### config.mk
export PLATFORM = sky130hd
export DESIGN_NAME = vga_sync_gen
export DESIGN_NICKNAME = d
export VERILOG_FILES = /design/src/rtl/vga_sync_gen.sv
export SDC_FILE = /design/constraint.sdc
export NUM_CORES = 1
export LEC_CHECK = 0
export ABC_AREA = 1
export BUFFER_PORTS_ARGS = -buffer_cell sky130_fd_sc_hd__buf_2
export CORE_MARGIN = 2
export CORE_UTILIZATION = 35
export DETAILED_ROUTE_END_ITERATION = 10
export HOLD_SLACK_MARGIN = 0.02
export PLACE_DENSITY = 0.6
export SETUP_SLACK_MARGIN = 0.4
export SLEW_MARGIN = 25
export SYNTH_ARGS = -nofsm -noshare
export SYNTH_HDL_FRONTEND = slang
export SYNTH_SLANG_ARGS = --single-unit
### constraint.sdc
create_clock -name clk -period 3.75 [get_ports clk]
set_clock_uncertainty 0.1 [all_clocks]
set_input_delay 0.75 -clock clk [delete_from_list [all_inputs] [get_ports clk]]
set_output_delay 0.75 -clock clk [all_outputs]
set_load 0.01 [all_outputs]
### src/rtl/vga_sync_gen.sv
// VGA timing generator: divides clk by 4 into a pixel strobe and runs the
// horizontal/vertical raster counters with registered, glitch-free syncs.
module vga_sync_gen #(
  parameter int unsigned H_DISPLAY   = 640,
  parameter int unsigned H_FRONT     = 16,
  parameter int unsigned H_SYNC      = 96,
  parameter int unsigned H_BACK      = 48,
  parameter int unsigned V_DISPLAY   = 480,
  parameter int unsigned V_FRONT     = 10,
  parameter int unsigned V_SYNC      = 2,
  parameter int unsigned V_BACK      = 33,
  parameter bit          SYNC_ACTIVE = 1'b0
) (
  input  logic       clk,
  input  logic       reset,
  output logic       p_tick,
  output logic [9:0] x,
  output logic [9:0] y,
  output logic       video_on,
  output logic       hsync,
  output logic       vsync
);

  localparam int unsigned CW      = 10;
  localparam int unsigned DW      = 2;
  localparam int unsigned H_TOTAL = H_DISPLAY + H_FRONT + H_SYNC + H_BACK;
  localparam int unsigned V_TOTAL = V_DISPLAY + V_FRONT + V_SYNC + V_BACK;

  localparam logic [CW-1:0] H_LAST     = CW'(H_TOTAL - 1);
  localparam logic [CW-1:0] V_LAST     = CW'(V_TOTAL - 1);
  localparam logic [CW-1:0] H_DISP     = CW'(H_DISPLAY);
  localparam logic [CW-1:0] V_DISP     = CW'(V_DISPLAY);
  localparam logic [CW-1:0] H_SYNC_LO  = CW'(H_DISPLAY + H_FRONT);
  localparam logic [CW-1:0] H_SYNC_HI  = CW'(H_DISPLAY + H_FRONT + H_SYNC - 1);
  localparam logic [CW-1:0] V_SYNC_LO  = CW'(V_DISPLAY + V_FRONT);
  localparam logic [CW-1:0] V_SYNC_HI  = CW'(V_DISPLAY + V_FRONT + V_SYNC - 1);
  localparam logic [DW-1:0] DIV_LAST   = DW'(3);
  localparam logic          VIDEO_RST  = (H_DISPLAY > 0) && (V_DISPLAY > 0);

  logic [DW-1:0] div_q, div_d;
  logic [CW-1:0] h_q, h_d;
  logic [CW-1:0] v_q, v_d;
  logic          p_tick_q, p_tick_d;
  logic          video_on_q, video_on_d;
  logic          hsync_q, hsync_d;
  logic          vsync_q, vsync_d;
  logic          adv_c;

  // Counters step on the edge that ends the divider's terminal state.
  assign adv_c = (div_q == DIV_LAST);

  always_comb begin
    div_d = div_q + DW'(1);
    h_d   = h_q;
    v_d   = v_q;

    if (adv_c) begin
      if (h_q >= H_LAST) begin
        h_d = '0;
        v_d = (v_q >= V_LAST) ? '0 : v_q + CW'(1);
      end else begin
        h_d = h_q + CW'(1);
        // A stray out-of-range row is pulled back even mid-line.
        if (v_q > V_LAST) begin
          v_d = '0;
        end
      end
    end

    // Outputs are registered from next-state values so they align with x/y.
    p_tick_d   = (div_d == DIV_LAST);
    video_on_d = (h_d < H_DISP) && (v_d < V_DISP);
    hsync_d    = ((h_d >= H_SYNC_LO) && (h_d <= H_SYNC_HI)) ? SYNC_ACTIVE : ~SYNC_ACTIVE;
    vsync_d    = ((v_d >= V_SYNC_LO) && (v_d <= V_SYNC_HI)) ? SYNC_ACTIVE : ~SYNC_ACTIVE;
  end

  always_ff @(posedge clk) begin
    if (reset) begin
      div_q      <= '0;
      h_q        <= '0;
      v_q        <= '0;
      p_tick_q   <= 1'b0;
      video_on_q <= VIDEO_RST;
      hsync_q    <= ~SYNC_ACTIVE;
      vsync_q    <= ~SYNC_ACTIVE;
    end else begin
      div_q      <= div_d;
      h_q        <= h_d;
      v_q        <= v_d;
      p_tick_q   <= p_tick_d;
      video_on_q <= video_on_d;
      hsync_q    <= hsync_d;
      vsync_q    <= vsync_d;
    end
  end

  assign p_tick   = p_tick_q;
  assign x        = h_q;
  assign y        = v_q;
  assign video_on = video_on_q;
  assign hsync    = hsync_q;
  assign vsync    = vsync_q;

endmodule

==> impl_metrics.py, run 1 <==
metrics = {
    "worst_setup_path": {
        "worstSetupEndpoint": "hsync",
        "end_kind": "flip-flop",
        "arrival_ns": 2.41,
        "crit_type": "reg -> reg",
        "r2r_end": "hsync",
        "cp.required_ns": 3.83,
        "rr_worst_depth": 9,
        "r2r_start": "div_q[0]",
        "startpoint": "div_q[0]",
        "r2r_slack_ns": 1.41,
        "critPathLaunchType": "flip-flop",
        "path_max_fanout": 18,
    },
    "place": {
        "dp_cells": 316,
        "gp_congestion": 0.901,
        "dpl.hpwl_um": 2800,
        "placed_area_mm2": 0.00180,
        "dp_slack_ns": 1.44,
        "portBuffers": 25,
    },
    "outcome": {
        "outcome": "finished, final reports clean",
    },
    "finish": {
        "post-route-cell-area_mm2": 0.00188,
        "fin_util_pct": 42.2,
        "final_cells": 320,
        "fillers": 489,
        "nets": 276,
        "area_delta_synth_final_pct": 14.5,
        "layout-drive-gt1-share_pct": 22.4,
        "antenna_cells": 0,
    },
    "drt": {
        "met2_length_um": 1680,
        "wl_met3_um": 203,
        "first_iter_violations": 79,
        "vias": 1592,
        "antenna_left": 0,
        "vias_per_cell": 4.98,
        "wire_per_inst_um": 11.8,
        "first_pass_iters": 4,
        "drc": 0,
        "wl_met1_um": 1830,
        "wirelength_um": 3790,
        "top_layer": "met4",
    },
    "synthesis": {
        "synth_top_family_by_area": "simple AND/OR/NAND/NOR gates",
        "yosysSeqAreaShare_pct": 31.8,
        "synthMuxAreaShare_pct": 0,
        "async_flop_share_pct": 0,
        "post-synth-top-count-cell": "nand2_1",
        "yosys.area.top_type": "dfxtp_1",
        "netlist_top_cells_count": "nand2_1, inv_1, nor2_1",
        "synthXorXnorAreaFrac_pct": 0,
        "syn-instance-count": 243,
        "synth_ff_type": "dfxtp_1",
        "synth_compound_area_share_pct": 8.25,
        "synth_area_mm2": 0.00164,
        "synth_edf_count": 0,
        "synth_nets": 250,
        "yosysWarnings": 0,
        "synthAdderAreaFrac_pct": 3.82,
        "synth.distinct_cells": 27,
        "synthSimpleGateAreaFrac_pct": 46.7,
        "synth_seq_cells": 26,
        "synth_area_leaders": "dfxtp_1, nand2_1, nand3_1",
        "avgSynthCellArea_um2": 6.74,
        "yosysTopAreaCellShare_pct": 31.8,
    },
    "die": {
        "dieArea_mm2": 0.00524,
        "rows": 24,
        "core_mm2": 0.00444,
        "die_width_um": 72.4,
        "num_io_pins": 26,
        "initial_core_util_pct": 36.9,
        "dieHeight_um": 72.4,
    },
    "hold_path": {
        "hold_path.class": "reg -> reg",
        "min_from": "div_q[0]",
        "hold_depth": 1,
    },
    "timing": {
        "setup_viol": 0,
        "tns_ns": 0,
        "min_period_over_period_pct": 62.3,
        "finalWorstSetupSlack_ns": 1.41,
        "slew_headroom_pct": 43.1,
        "grt_setup_unrepaired": "no",
        "max_freq_mhz": 428,
        "drv_slew": 0,
        "tightestPinTransition_ns": 0.854,
        "whs_ns": 0.354,
        "finalHoldViolations": 0,
        "period_minus_slack_ns": 2.34,
    },
    "clock_network": {
        "cts_buffers": 3,
        "clockBufferDepth": 2,
        "h-tree-depth": 1,
        "root_buffer": "clkbuf_8",
        "cts_tree": "done",
        "cts_sinks": 26,
        "ctsResizeCount": 0,
        "ctsHoldBuffers": 0,
        "clk_pin_slew_ns": 0.10,
        "clk-insertion-delay-late_ns": 0.28,
        "cts_setup_buffers": 0,
    },
    "pwr": {
        "power_mw": 0.549,
        "p_per_area_mw_per_mm2": 293,
        "internal_power_mw": 0.429,
        "peakVddDrop_uv": 145,
        "power.net_switching_mw": 0.120,
        "p_sw_share_pct": 21.8,
        "power.leakage_nw": 0.894,
        "combPwrFrac_pct": 4.0,
        "p_seq_share_pct": 51.6,
        "p_clk_share_pct": 44.5,
    },
    "global_routing": {
        "grt_pass1_vias": 1452,
        "track_usage_pct": 15.6,
        "grt_first_pass_wirelength_um": 6450,
        "antenna_found_initial": 0,
        "grt_max_degree": 24,
        "grt_overflow_total": 0,
    },
    "job": {
        "cap_viol_max_count": 0,
    },
}
-- flip-flops by register name, summed over array words and instances (netlist names) --
register  cells
div_q         2
hsync         1
x            10
p_tick        1
vsync         1
y            10
video_on      1
-- layout make-up --
cell class | instances | area [um2] | area share (%)
Multi-Input combinational cell | 178 | 962 | 51.3
Inverter | 35 | 131 | 7.00
Sequential cell | 26 | 520 | 27.8
Clock buffer | 3 | 41.3 | 2.20
Timing Repair Buffer | 25 | 125 | 6.67
Tap cell | 52 | 65.1 | 3.47
Clock inverter | 1 | 30.0 | 1.60
-- cell families after synthesis --
logic type                 Yosys count
and+or+nand+nor                    150
DFF                                 26
adders and majority gates            5
AOI/OAI and AO/OA                   23
buffers and inverters               39
-- power groups by stage --
stage               clock network [mW]  logic (mW)  registers, mW
finish                           0.244      0.0217          0.283
detailed placement                   0      0.0218          0.289
floorplan                            0      0.0160          0.290
global route                     0.258      0.0251          0.284
CTS                              0.249      0.0218          0.283
global placement                     0      0.0220          0.289
-- worst max-delay path: stages (launching register included) --
cell	delay, ns
dfxtp_1	0.37
ha_1	0.73
inv_1	0.29
nor2_1	0.22
a21o_1	0.15
nand3_1	0.10
nand2_1	0.08
o21ai_1	0.06
nand2_1	0.05
nand3b_1	0.07
-- cell usage in the layout (no fill, tap or decap), types with 2 or more instances in the layout --
cell type | netlist | routed
nor2_2 | 6 | 6
dfxtp_1 | 26 | 26
nor2_1 | 29 | 29
nor3_1 | 4 | 4
o21ai_2 | 4 | 4
clkbuf_8 | 0 | 3
inv_2 | 6 | 6
inv_1 | 29 | 29
a21oi_1 | 9 | 9
o21ai_1 | 2 | 2
nand2_4 | 7 | 7
ha_1 | 5 | 5
nor3_2 | 2 | 2
nand4_1 | 7 | 7
nand2_1 | 61 | 61
nand3_1 | 25 | 25
nand3b_1 | 2 | 2
o21ai_0 | 6 | 6
buf_2 | 1 | 25
nand3_2 | 2 | 2
nor2_4 | 2 | 2
-- worst min-delay path by stage --
stage	endpoint	slack (ns)
2_1_floorplan	div_q[0]	0.32
3_3_place_gp	div_q[0]	0.33
3_5_place_dp	div_q[0]	0.34
4_1_cts	div_q[0]	0.36
5_1_grt	div_q[0]	0.38
6_report	div_q[0]	0.35
-- metal layers --
layer	vias up	track usage, %
met2	35	24.8
met4	0	6.58
met3	5	2.50
met1	720	21.0
met5	-	0
li1	832	-
(Power assumes the default switching activity.)
==> run 2, diff against run 1 <==
--- a/config.mk
+++ b/config.mk
@@ -5,13 +5,13 @@
 export SDC_FILE = /design/constraint.sdc
 export NUM_CORES = 1
 export LEC_CHECK = 0
-export ABC_AREA = 1
+export ABC_AREA = 0
 export BUFFER_PORTS_ARGS = -buffer_cell sky130_fd_sc_hd__buf_2
 export CORE_MARGIN = 2
 export CORE_UTILIZATION = 35
 export DETAILED_ROUTE_END_ITERATION = 10
 export HOLD_SLACK_MARGIN = 0.02
-export PLACE_DENSITY = 0.6
+export PLACE_DENSITY = 0.63
 export SETUP_SLACK_MARGIN = 0.4
 export SLEW_MARGIN = 25
 export SYNTH_ARGS = -nofsm -noshare
==> constraint.sdc (replaced) <==
create_clock -name clk -period 1.93 [get_ports clk]
set_clock_uncertainty 0.1 [all_clocks]
set_input_delay 0.386 -clock clk [delete_from_list [all_inputs] [get_ports clk]]
set_output_delay 0.386 -clock clk [all_outputs]
set_load 0.01 [all_outputs]
==> impl_metrics.py, run 2 <==
metrics = {
    "pwr": {
        "p_seq_share_pct": 59.2,
        "p_sw_share_pct": 23.1,
        "power.leakage_nw": 1.02,
        "power.net_switching_mw": 0.212,
        "peakVddDrop_uv": 426,
        "combPwrFrac_pct": 5.8,
        "internal_power_mw": 0.706,
        "p_clk_share_pct": 35.0,
        "p_per_area_mw_per_mm2": 367,
    },
    "global_routing": {
        "grt_pass1_vias": 1598,
        "grt_util_met3_pct": 2.87,
        "grt_first_pass_wirelength_um": 7330,
        "grtUsageMet1_pct": 27.3,
        "busiest_layer": "met2",
        "track_usage_pct": 21.3,
        "use_met2_pct": 36.1,
        "grt_max_degree": 20,
        "grt_overflow_total": 0,
        "antenna_found_initial": 0,
    },
    "die": {
        "die_width_um": 67.0,
        "dieHeight_um": 67.0,
        "num_io_pins": 26,
        "rows": 22,
        "initial_core_util_pct": 37.1,
        "dieArea_mm2": 0.00448,
        "core_mm2": 0.00374,
    },
    "synthesis": {
        "synthMuxAreaShare_pct": 0,
        "netlist_top_cells_count": "dfxtp_1, nor2_1, nand2_1",
        "synth_top_family_by_area": "simple AND/OR/NAND/NOR gates",
        "yosys.area.top_type": "dfxtp_1",
        "post-synth-top-count-cell": "dfxtp_1",
        "synth_ff_type": "dfxtp_1",
        "yosysSeqAreaShare_pct": 37.5,
        "yosysTopAreaCellShare_pct": 37.5,
        "async_flop_share_pct": 0,
        "synthSimpleGateAreaFrac_pct": 30.7,
        "synth_seq_cells": 26,
        "synth_edf_count": 0,
        "synthXorXnorAreaFrac_pct": 5.05,
        "syn-instance-count": 159,
        "synthAdderAreaFrac_pct": 4.51,
        "yosysWarnings": 0,
        "synth_compound_area_share_pct": 17.9,
        "synth_area_leaders": "dfxtp_1, nor2_1, ha_1",
        "synth_area_mm2": 0.00139,
        "avgSynthCellArea_um2": 8.73,
        "synth_nets": 166,
        "synth.distinct_cells": 47,
    },
    "timing": {
        "finalWorstSetupSlack_ns": -0.910,
        "tns_ns": -4.02,
        "max_freq_mhz": 352,
        "min_period_over_period_pct": 147,
        "setup_viol": 13,
        "drv_slew": 0,
        "slew_headroom_pct": 74.5,
        "period_minus_slack_ns": 2.84,
        "tightestPinTransition_ns": 0.382,
        "grt_setup_unrepaired": "yes",
        "finalHoldViolations": 0,
        "whs_ns": 0.325,
    },
    "finish": {
        "layout_common_cells": "buf_4, buf_2, buf_6",
        "post-route-cell-area_mm2": 0.00250,
        "final_cells": 301,
        "fillers": 296,
        "final_common_cell": "buf_4",
        "area_delta_synth_final_pct": 80.2,
        "antenna_cells": 0,
        "nets": 261,
        "layout-drive-gt1-share_pct": 66.8,
    },
    "worst_setup_path": {
        "r2r_end": "vsync",
        "end_kind": "flip-flop",
        "crit_family": "simple AND/OR/NAND/NOR gates",
        "crit_chain": "or4_4 > o31a_1 > buf_4 > a211oi_2 > o22a_2 > or4b_4 > or4_1",
        "crit_type": "reg -> reg",
        "path_buf_inv": 1,
        "cp.required_ns": 1.99,
        "worst_path_max_delay_cell": "or4_4",
        "worstSetupEndpoint": "vsync",
        "r2r_start": "y[6]",
        "worst-path-stages": 7,
        "critPathLaunchType": "flip-flop",
        "startpoint": "y[6]",
        "path_max_fanout": 4,
        "arrival_ns": 2.90,
        "rr_worst_depth": 7,
        "r2r_slack_ns": -0.91,
        "cpPeakStageDelay_ns": 0.52,
    },
    "drt": {
        "wire_per_inst_um": 16.5,
        "antenna_left": 0,
        "wirelength_um": 4960,
        "vias_per_cell": 5.58,
        "drc": 0,
        "vias": 1681,
        "first_pass_iters": 5,
        "first_iter_violations": 114,
    },
    "job": {
        "cap_viol_max_count": 0,
    },
    "place": {
        "placed_area_mm2": 0.00207,
        "portBuffers": 25,
        "dpl.hpwl_um": 3130,
        "dp_cells": 282,
        "dp_slack_ns": -0.882,
        "gp_congestion": 0.934,
    },
    "clock_network": {
        "cts_tree": "done",
        "clockBufferDepth": 2,
        "cts_buffers": 3,
        "cts_sinks": 26,
        "h-tree-depth": 1,
        "ctsHoldBuffers": 0,
        "clk-insertion-delay-late_ns": 0.27,
        "root_buffer": "clkbuf_8",
        "clk_pin_slew_ns": 0.10,
    },
    "outcome": {
        "outcome": "finished with violations",
        "violations": "setup timing",
    },
    "hold_path": {
        "hold_path.class": "in -> reg",
    },
}
==> run 2: routing by layer <==
metal	wire length [um]	vias up	share of wire [%]
met5	0	-	0
met4	146	0	2.9
met3	245	16	4.9
met2	2550	64	51
met1	2020	828	41
li1	-	773	-
==> run 2: through the flow <==
stage | total power, mW | utilization (%)
2_1_floorplan | 0.584 | -
3_3_place_gp | 0.597 | 55.4
4_1_cts | 0.915 | 60.9
3_5_place_dp | 0.600 | 55.4
6_report | 0.918 | 66.8
5_1_grt | 0.944 | 66.8
==> run 2: final cells by class <==
cell class,instances,area [um2],area share (%)
clock inverters,1,3.75,0.150
flip-flops and latches,26,546,21.8
inverters,6,22.5,0.901
multi-input cells,120,1070,43.0
well taps,48,60.1,2.40
repair buffers,97,752,30.1
clock buffers,3,41.3,1.65
==> run 2: worst min-delay path, stage by stage <==
cell and delay (ns):
buf_2 0.09, or4b_4 0.11, or4_1 0.08
==> run 2: repair_timing <==
action                                  in CTS  in global routing
buffers inserted                             7                  7
endpoints found under the setup margin      23                 25
cloned                                       1                  0
pin swaps                                   15                 18
resized for setup                           23                 43
==> run 2: worst min path at each step <==
stage,startpoint,depth (start not counted),to
6_report,reset,3,vsync
3_3_place_gp,div_q[0],2,div_q[0]
3_5_place_dp,div_q[0],2,div_q[0]
2_1_floorplan,div_q[0],1,div_q[0]
4_1_cts,reset,3,vsync
5_1_grt,reset,3,vsync
==> run 2: power by group through the flow <==
stage	logic, mW	registers [mW]	clock network (mW)
final	0.0528	0.544	0.321
after detailed placement	0.0415	0.558	0
after global placement	0.0396	0.558	0
after global routing	0.0572	0.545	0.342
after floorplan	0.0239	0.560	0
after CTS	0.0487	0.545	0.322
==> run 2: cell families (layout without fill, tap and decap cells) <==
logic type	count (synthesis)	in the layout
AO/OA/AOI/OAI	30	31
XOR/XNOR	8	8
adder cells (fa/ha/maj)	5	5
buffers and inverters	14	107
flip-flops	26	26
AND/OR/NAND/NOR	76	76
==> run 3, diff against run 2 <==
--- a/config.mk
+++ b/config.mk
@@ -10,8 +10,9 @@
 export CORE_MARGIN = 2
 export CORE_UTILIZATION = 35
 export DETAILED_ROUTE_END_ITERATION = 10
+export GPL_ROUTABILITY_DRIVEN = 0
 export HOLD_SLACK_MARGIN = 0.02
-export PLACE_DENSITY = 0.63
+export PLACE_DENSITY = 0.61
 export SETUP_SLACK_MARGIN = 0.4
 export SLEW_MARGIN = 25
 export SYNTH_ARGS = -nofsm -noshare
==> constraint.sdc (replaced) <==
create_clock -name clk -period 2.85 [get_ports clk]
set_clock_uncertainty 0.1 [all_clocks]
set_input_delay 0.57 -clock clk [delete_from_list [all_inputs] [get_ports clk]]
set_output_delay 0.57 -clock clk [all_outputs]
set_load 0.01 [all_outputs]
==> impl_metrics.py, run 3 (synthesized netlist as in run 2, its figures left out) <==
metrics = {
    "outcome": {
        "outcome": "finished, final reports clean",
    },
    "timing": {
        "grt_setup_unrepaired": "yes",
        "tns_ns": 0,
        "min_period_over_period_pct": 95.7,
        "drv_slew": 0,
        "setup_viol": 0,
        "finalHoldViolations": 0,
        "tightestPinTransition_ns": 0.370,
        "max_freq_mhz": 367,
        "period_minus_slack_ns": 2.73,
        "whs_ns": 0.364,
        "slew_headroom_pct": 75.3,
    },
    "drt": {
        "drc": 0,
        "first_pass_iters": 4,
        "wire_per_inst_um": 14.4,
        "vias_per_cell": 5.46,
        "vias": 1409,
        "first_iter_violations": 69,
        "wirelength_um": 3720,
        "antenna_left": 0,
    },
    "place": {
        "portBuffers": 25,
        "placed_area_mm2": 0.00173,
        "dpl.hpwl_um": 2640,
    },
    "clock_network": {
        "h-tree-depth": 1,
        "cts_buffers": 3,
        "cts_tree": "done",
        "clk_pin_slew_ns": 0.10,
        "clockBufferDepth": 2,
        "cts_sinks": 26,
        "root_buffer": "clkbuf_8",
        "clk-insertion-delay-late_ns": 0.27,
    },
    "finish": {
        "area_delta_synth_final_pct": 39.4,
        "fillers": 365,
        "antenna_cells": 0,
        "layout_common_cells": "buf_4, buf_2, nor2_1",
        "nets": 218,
        "post-route-cell-area_mm2": 0.00193,
        "layout-drive-gt1-share_pct": 45.7,
        "final_common_cell": "buf_4",
    },
    "die": {
        "initial_core_util_pct": 37.1,
        "dieArea_mm2": 0.00448,
        "rows": 22,
        "die_width_um": 67.0,
        "core_mm2": 0.00374,
        "dieHeight_um": 67.0,
        "num_io_pins": 26,
    },
    "global_routing": {
        "grt_max_degree": 21,
        "grt_overflow_total": 0,
        "grt_pass1_vias": 1365,
        "track_usage_pct": 18.0,
        "grt_first_pass_wirelength_um": 6220,
        "antenna_found_initial": 0,
    },
    "pwr": {
        "p_per_area_mw_per_mm2": 315,
        "power.leakage_nw": 0.775,
        "peakVddDrop_uv": 284,
    },
    "worst_setup_path": {
        "crit_type": "reg -> reg",
        "path_max_fanout": 4,
        "end_kind": "flip-flop",
        "arrival_ns": 2.78,
        "cp.required_ns": 2.90,
        "critPathLaunchType": "flip-flop",
    },
    "job": {
        "cap_viol_max_count": 0,
    },
    "hold_path": {
        "hold_path.class": "reg -> reg",
    },
}
run 3: cell types whose count changed in the layout (fill, tap and decap cells not counted), sizes merged:
cell / before / now
buf: 97 / 54
clkbuf: 3 / 4
clkinv: 1 / 0
run 3: layer usage:
metal  vias to the layer above  track usage [%]  wire length [um]
met5                         -                0                 0
met1                       667             24.5              1700
met3                         6             3.21               250
met2                        47             29.0              1740
met4                         0             5.36                31
li1                        689                -                 -
run 3: worst paths after layout:
check	start	endpoint	slack [ns]	cells past startpoint
setup / recovery	y[8]	vsync	0.12	7
hold / removal	div_q[0]	div_q[0]	0.36	1
setup reg to reg	y[8]	vsync	0.12	7
hold reg to reg	div_q[0]	div_q[0]	0.36	1
run 3: through the flow:
step	power [mW]	utilization (%)	worst slack, ns	cells
3_5_place_dp	0.399	46.2	-0.000144	243
6_report	0.609	51.7	0.123	258
3_3_place_gp	0.398	46.2	0.0693	243
4_1_cts	0.612	51.1	0.115	257
2_1_floorplan	0.391	-	0.134	159
5_1_grt	0.629	51.7	0.0584	258
run 3: what timing repair did:
action / 4_1_cts / 5_1_grt
endpoints found under the setup margin: 3 / 3
cloned: 1 / 0
setup buffers: 9 / 1
gates resized for setup: 19 / 4
hold buffers: 0 / 0
pin swaps: 9 / 2
run 3: critical path: stages, from the launching register on:
cell and delay [ns]:
dfxtp_2 0.33, or4_4 0.53, a211o_1 0.29, a31oi_4 0.20
buf_6 0.14, a21oi_2 0.06, or4b_4 0.54, or4_1 0.41
run 3: area by class of cell:
type                            count  area (um2)  area share, %
Tap cell                           48        60.1           3.10
Sequential cell                    26         538           27.8
Multi-Input combinational cell    120         918           47.5
Timing Repair Buffer               54         350           18.1
Clock buffer                        4        45.0           2.33
Inverter                            6        22.5           1.16
run 3: report_power, final:
part           total, mW  leakage, nW  internal (mW)  switching [mW]
registers          0.367        0.215          0.364         0.00235
clock network      0.218       0.0228          0.100           0.118
logic             0.0246        0.537        0.00950          0.0151
